==> src/rtl/otter_redirect_ctrl.sv <==
// Control-flow redirect controller for the pipelined OTTER: captures the EX-stage target,
// handshakes it into fetch and flushes IF/ID, ID/EX until wrong-path fetches drain. Optional stats: OTTER_REDIRECT_STATS_EN.
module otter_redirect_ctrl #(
   parameter int unsigned FETCH_LAT = 1
) (
   input  logic        CLK,
   input  logic        RST_N,
   input  logic        ex_valid,
   input  logic [2:0]  ex_pc_source,
   input  logic [31:0] ex_jalr_tgt,
   input  logic [31:0] ex_branch_tgt,
   input  logic [31:0] ex_jal_tgt,
   input  logic        redirect_ack,
   output logic        redirect_valid,
   output logic [31:0] redirect_pc,
   output logic        redirect_misaligned,
   output logic        flush_ifid,
   output logic        flush_idex,
   output logic        busy,
   output logic [31:0] stat_redirects,
   output logic [31:0] stat_wait_cycles
);

   typedef enum logic [1:0] {RUN, REDIRECT, DRAIN} state_t;

   localparam logic [1:0] LAT = FETCH_LAT[1:0];

   state_t      state, state_nxt;
   logic [1:0]  drain_cnt, drain_cnt_nxt;
   logic        ev;
   logic [31:0] tgt_sel;

   // Instructions reaching EX outside RUN are wrong-path, so only RUN can raise an event.
   always_comb begin
      ev = 1'b0;
      if (ex_valid && (state == RUN))
         ev = (ex_pc_source == 3'b001) || (ex_pc_source == 3'b010) || (ex_pc_source == 3'b011);
   end

   always_comb begin
      tgt_sel = ex_branch_tgt;
      case (ex_pc_source)
         3'b001:  tgt_sel = ex_jalr_tgt & ~32'h1;
         3'b011:  tgt_sel = ex_jal_tgt;
         default: tgt_sel = ex_branch_tgt;
      endcase
   end

   always_ff @(posedge CLK or negedge RST_N) begin
      if (!RST_N) begin
         state       <= RUN;
         drain_cnt   <= 2'd0;
         redirect_pc <= 32'h0;
      end else begin
         state     <= state_nxt;
         drain_cnt <= drain_cnt_nxt;
         if (ev)
            redirect_pc <= tgt_sel;
      end
   end

   always_comb begin
      state_nxt     = state;
      drain_cnt_nxt = drain_cnt;
      case (state)
         RUN: begin
            if (ev)
               state_nxt = REDIRECT;
         end
         REDIRECT: begin
            if (redirect_ack) begin
               state_nxt     = (LAT == 2'd0) ? RUN : DRAIN;
               drain_cnt_nxt = LAT;
            end
         end
         DRAIN: begin
            drain_cnt_nxt = drain_cnt - 2'd1;
            if (drain_cnt <= 2'd1)
               state_nxt = RUN;
         end
         default: state_nxt = RUN;
      endcase
   end

   always_comb begin
      redirect_valid      = (state == REDIRECT);
      redirect_misaligned = (state == REDIRECT) && redirect_pc[1];
      flush_idex          = ev || (state == REDIRECT);
      flush_ifid          = ev || (state == REDIRECT) || (state == DRAIN);
      busy                = (state != RUN);
   end

`ifdef OTTER_REDIRECT_STATS_EN
   logic [31:0] stat_redirects_q, stat_wait_q;

   // Free-running wrap on both counters.
   always_ff @(posedge CLK or negedge RST_N) begin
      if (!RST_N) begin
         stat_redirects_q <= 32'h0;
         stat_wait_q      <= 32'h0;
      end else if (state == REDIRECT) begin
         if (redirect_ack)
            stat_redirects_q <= stat_redirects_q + 32'd1;
         else
            stat_wait_q <= stat_wait_q + 32'd1;
      end
   end

   assign stat_redirects   = stat_redirects_q;
   assign stat_wait_cycles = stat_wait_q;
`else
   assign stat_redirects   = 32'h0;
   assign stat_wait_cycles = 32'h0;
`endif

endmodule

==> config.mk <==
export PLATFORM = sky130hd
export DESIGN_NAME = otter_redirect_ctrl
export DESIGN_NICKNAME = d
export VERILOG_FILES = /design/src/rtl/otter_redirect_ctrl.sv
export SDC_FILE = /design/constraint.sdc
export NUM_CORES = 1
export LEC_CHECK = 0
export CORE_MARGIN = 4
export CORE_UTILIZATION = 39
export CTS_CLUSTER_SIZE = 24
export DETAILED_ROUTE_END_ITERATION = 6
export PLACE_DENSITY_LB_ADDON = 0.15
export SLEW_MARGIN = 5
export SYNTH_ARGS = -nofsm -noshare
export SYNTH_HDL_FRONTEND = slang
export SYNTH_SLANG_ARGS = --single-unit
==> constraint.sdc <==
create_clock -name CLK -period 2.4 [get_ports CLK]
set_input_delay 0.72 -clock CLK [delete_from_list [all_inputs] [get_ports CLK]]
set_output_delay 0.72 -clock CLK [all_outputs]
set_load 0.01 [all_outputs]
== Word level (Yosys, flattened, before mapping) ==
Index checks and enable logic that the tools add are counted.

* Add/subtract/negate cells: 1
* Order comparisons: 1
* Equality and inequality tests: 8
* Mux-type cells: 8
* Reductions and logical operators: 11

{| class="wikitable"
|+ Operators by type and width
! cell !! count
|-
| $pmux W32 S2 || 1
|-
| $mux W2 || 4
|-
| $eq A3 B2 Y1 const B || 2
|-
| $ne A2 B2 Y1 const B || 3
|-
| $pmux W2 S3 || 1
|-
| $logic_or A1 B1 Y1 || 4
|-
| $pmux W2 S2 || 1
|-
| $reduce_bool A2 Y1 || 2
|-
| $eq A3 B1 Y1 const B || 1
|-
| $reduce_and A3 Y1 || 1
|-
| $eq A2 B1 Y1 const B || 1
|-
| $eq A2 B2 Y1 const B || 1
|-
| $le A2 B1 Y1 const B || 1
|-
| $logic_and A1 B1 Y1 || 2
|-
| $logic_not A2 Y1 || 1
|-
| $reduce_and A2 Y1 || 1
|-
| $sub A2 B1 Y2 const B || 1
|-
| $mux W1 || 1
|}

* Flip-flop bits (word level): 36
* Bits of input ports: 103
* Output and inout bits: 101

== Depth between registers and ports, before layout ==
* Depth in word-level cells: 6
* Gate-level depth with buffers: 5
* Mapped depth without buffers: 3

== Worst setup path after synthesis ==
No wires, ideal clock.

* Path type: in2out
* Start point: input port ex_pc_source[1]
* End point: output port flush_ifid
* Arrival: 1.370 ns
* Data required time: 1.680 ns
* Setup slack: 0.310 ns
* Cell stages on the path: 4
* Path through: buf_6 -> buf_6 -> o21ai_0 -> nand3_1

* Cells in the longest elaborated chain, start to end: 6

{| class="wikitable"
|+ Ends and longest elaborated chain
! item !! RTL line !! text
|-
| start, declared || 9 || <nowiki>input logic [2:0] ex_pc_source,</nowiki>
|-
| $eq A3 B1 Y1 or $eq A3 B2 Y1 (tied branches) || 37 || <nowiki>ev = (ex_pc_source == 3'b001) || (ex_pc_source == 3'b010) || (ex_pc_source == 3'b011);</nowiki>
|-
| $logic_or A1 B1 Y1 || 37 ||
|-
| $logic_or A1 B1 Y1 (*) || 37 ||
|-
| $mux W1 (*) || 36 || <nowiki>if (ex_valid && (state == RUN))</nowiki>
|-
| $logic_or A1 B1 Y1 (*) (2 in series) || 89 || <nowiki>flush_ifid = ev || (state == REDIRECT) || (state == DRAIN);</nowiki>
|-
| end, declared || 17 || <nowiki>output logic flush_ifid,</nowiki>
|}

Every way passes the cells marked *; elsewhere a longest branch is shown, timed or not.

== Worst setup path after layout ==
* Start point: input port ex_pc_source[2]
* End point: output port flush_ifid

Same word-level chain as after synthesis.

==> metrics.md <==
| Metric | Value |
|---|---|
| Maxcap violations | `0` |
| Relative slew slack | `0.465` |
| WL per Instance | `around 15 µm` |
| Switching pwr | `a little under 0.8 mW` |
| Die area | `about 0.009 mm²` |
| Sequential fraction of the synthesis area | `0.309` |
| Initial Util | `0.402` |
| Setup Crit Path Kind | `input pin to output port` |
| WP buf/inv | `3` |
| HP Class | `flip-flop to flip-flop` |
| Slowest-stage cell, CP | `nor4b_4` |
| Peak VDD IR | `~0.30 mV` |
| R2R Path Start | `state[0]` |
| TNS Setup | `0 ns` |
| TritonCTS clock tree | `done` |
| Fin crit period | `between 2 and 2.5 ns` |
| Post-synth top area cell | `dfrtp_1` |
| Core area | `roughly 0.0073 mm²` |
| Synth top area share | `0.309` |
| Flop2flop setup slack | `roughly 0.67 ns` |
| Final period util | `0.963` |
| Critical path startpoint category | `input pin` |
| Vias in the first global route | `around 2.1k` |
| Pre-antenna DRT Iters | `4` |
| Endpoints failing setup | `0` |
| Clock root buffer | `clkbuf_8` |
| Critical-path cell list | `clkbuf_2 -> nor4b_4 -> o21ai_2 -> buf_4 -> nand3_2 -> buf_6` |
| Drt total wl | `about 6.9 mm` |
| Initial DRC Count | `17` |
| CP max stage delay | `0.32 ns` |
| Clk Latency, worst-skew pair | `~0.28 ns` |
| Synthesized flop and latch total | `36` |
| CP arrival | `between 1.5 and 2 ns` |
| Worst Setup SP | `ex_pc_source[2]` |
| PortBufs | `~140` |
| Die width | `approximately 94 µm` |
| CTS Hold Buffers Added | `0` |
| Internal power | `just under 2 mW` |
| Commonest non-fill, non-tap cell in the layout | `clkdlybuf4s50_1` |
| Vias per cell | `4.27` |
| Synth Area in Adders | `0.00429` |
| LEAKAGE | `1.98 nW` |
| RD Place Congestion | `a little under 0.7` |
| Xor-xnor portion of the synthesized cell area | `0` |
| Top post-synthesis cells by area | `dfrtp_1, mux2_4, buf_4` |
| Via count | `between 2k and 2.5k` |
| Power Total | `2.77 mW` |
| Most frequent cells in the layout | `clkdlybuf4s50_1, conb_1, mux2_4, mux2_2, dfrtp_1` |
| Post-Syn Instances | `~230` |
| Simple-gate share of the synthesized area | `0.0258` |
| Cell area after layout | `0.00430 mm²` |
| Synth cell types | `24` |
| Critical Path Sink | `flush_ifid` |
| Worst EP required | `1.68 ns` |
| Num CTS Buffers | `5` |
| Remaining Overflow, GRT | `0` |
| Share of layout cells above drive strength 1 | `0.326` |
| Max H-tree Level | `2` |
| First-pass GRT wire length | `10.3 mm` |
| Dpl hpwl | `5.43 mm` |
| Area grow syn2layout | `47.5%` |
| Worst reg2reg path endpoint | `redirect_pc[24]` |
| Outcome | `finished clean` |
| Antenna Cells | `0` |
| Fmax | `between 400 and 500 MHz` |
| Synth Cell Area | `a little under 0.003 mm²` |
| Synth warnings | `0` |
| Cell Count, Final, Fillers Out | `between 400 and 500` |
| CP max FO | `2` |
| Sequential share of power | `0.342` |
| Final Skew | `around 0.0035 ns` |
| Clock Sinks | `36` |
| Reg2Reg Depth | `5` |
| Placed cell area | `0.00418 mm²` |
| Family with the most delay on the worst path | `simple AND/OR/NAND/NOR gates` |
| Sw frac | `0.286` |
| I/O pin total | `slightly above 200` |
| Syn_area_per_cell | `about 13 µm²` |
| Initial antenna violation count | `1` |
| Post-layout nets | `approximately 480` |
| Final count of pins violating max slew | `0` |
| Std-Cell Rows | `31` |
| Fill count | `662` |
| Total GRT Usage | `0.147` |
| Inst Count DP | `about 460` |
| Clock Pin Slew Worst Setup and Hold Paths | `around 0.070 ns` |
| RSZ-0062 raised after global routing | `false` |
| CP endpoint kind | `output port` |
| P per Cell Area | `approximately 640 mW/mm²` |
| Drt drc | `0` |
| Largest net degree at the start of global routing | `37` |
| ANT nets after route | `0` |
| Largest family of logic cells by synthesized area | `multiplexers` |
| Clk pwr share | `0.165` |
| Final hold vios | `0` |
| Mux cell area share after synthesis | `0.436` |
| Levels on crit path | `6` |
| Least-Margin Pin Slew | `approximately 0.80 ns` |
| Maximum clock path buffer count | `2` |
| Compound-Gate Fraction of Synth Area | `0.0189` |
| Logic gate share of total power | `0.493` |
| DIE HEIGHT | `94.5 µm` |
[synthesized netlist by cell type]
cell type,count
inv_1,3
mux2i_1,1
buf_6,2
dfrtp_1,36
o211ai_1,1
buf_4,67
nand3_1,1
conb_1,1
mux2_4,54
o31ai_1,1
buf_12,2
nor4b_2,1
or2_2,1
mux2_2,39
and2_1,1
buf_2,4
o21a_2,1
o21ai_0,4
nor2b_1,2
mux2_1,1
nand2_1,3
ha_1,1
o221a_2,1
nand2b_1,3
[state kept, by name (all words and copies together) (netlist names)]
| name | count |
|---|---|
| redirect_pc | 32 |
| drain_cnt | 2 |
| state | 2 |
[per-layer routing]
layer,GRT usage,vias to the layer above,part of all wire
met5,0,-,0.0017
met4,0.0349,2,0.0065
met3,0.0542,7,0.11
met2,0.272,104,0.52
met1,0.157,957,0.37
li1,-,949,-
[through the flow]
stage	util	hold WS, ns	setup WS [ns]
6_report	0.593	0.500	0.0893
2_1_floorplan	-	0.424	0.310
3_5_place_dp	0.576	0.484	-0.751
4_1_cts	0.593	0.505	0.00521
3_3_place_gp	0.576	0.470	-0.742
5_1_grt	0.593	0.526	0.0326
[worst min-delay path by stage]
| stage | startpoint | to | slack (ns) | cells after the start |
|---|---|---|---|---|
| 2_1_floorplan | RST_N | drain_cnt[0] | 0.42 | 0 |
| 3_3_place_gp | redirect_pc[0] | redirect_pc[0] | 0.47 | 1 |
| 3_5_place_dp | redirect_pc[0] | redirect_pc[0] | 0.48 | 1 |
| 4_1_cts | redirect_pc[0] | redirect_pc[0] | 0.50 | 1 |
| 5_1_grt | redirect_pc[2] | redirect_pc[2] | 0.53 | 1 |
| 6_report | redirect_pc[0] | redirect_pc[0] | 0.50 | 1 |
[cell type report]
class                   instances  area (µm²)  area share
inverters                       3        11.3     0.00262
multi-input cells             180        1680       0.390
well taps                      99         124      0.0288
repair buffers                148        1490       0.346
clock buffers                   7        96.3      0.0224
flip-flops and latches         36         901       0.209
[cell families after synthesis]
group           after synthesis
mux                          95
buf+inv                      78
flops                        36
simple gates                 12
compound gates                8
fa+ha+maj                     1
other cells                   1
[power by group through the flow]
stage / clock network, mW / registers (mW) / logic, mW
floorplan: 0 / 1.04 / 0.634
global placement: 0 / 0.943 / 1.37
detailed placement: 0 / 0.955 / 1.38
CTS: 0.479 / 0.953 / 1.39
global route: 0.499 / 0.983 / 1.46
finish: 0.456 / 0.948 / 1.36
[what timing repair did]
item / in CTS / in global routing
endpoints found under the setup margin: 3 / 2
resized for setup: 18 / 3
pin swaps: 2 / 2
setup buffers: 2 / 0
Note: power is estimated with default switching activity, not from simulation.
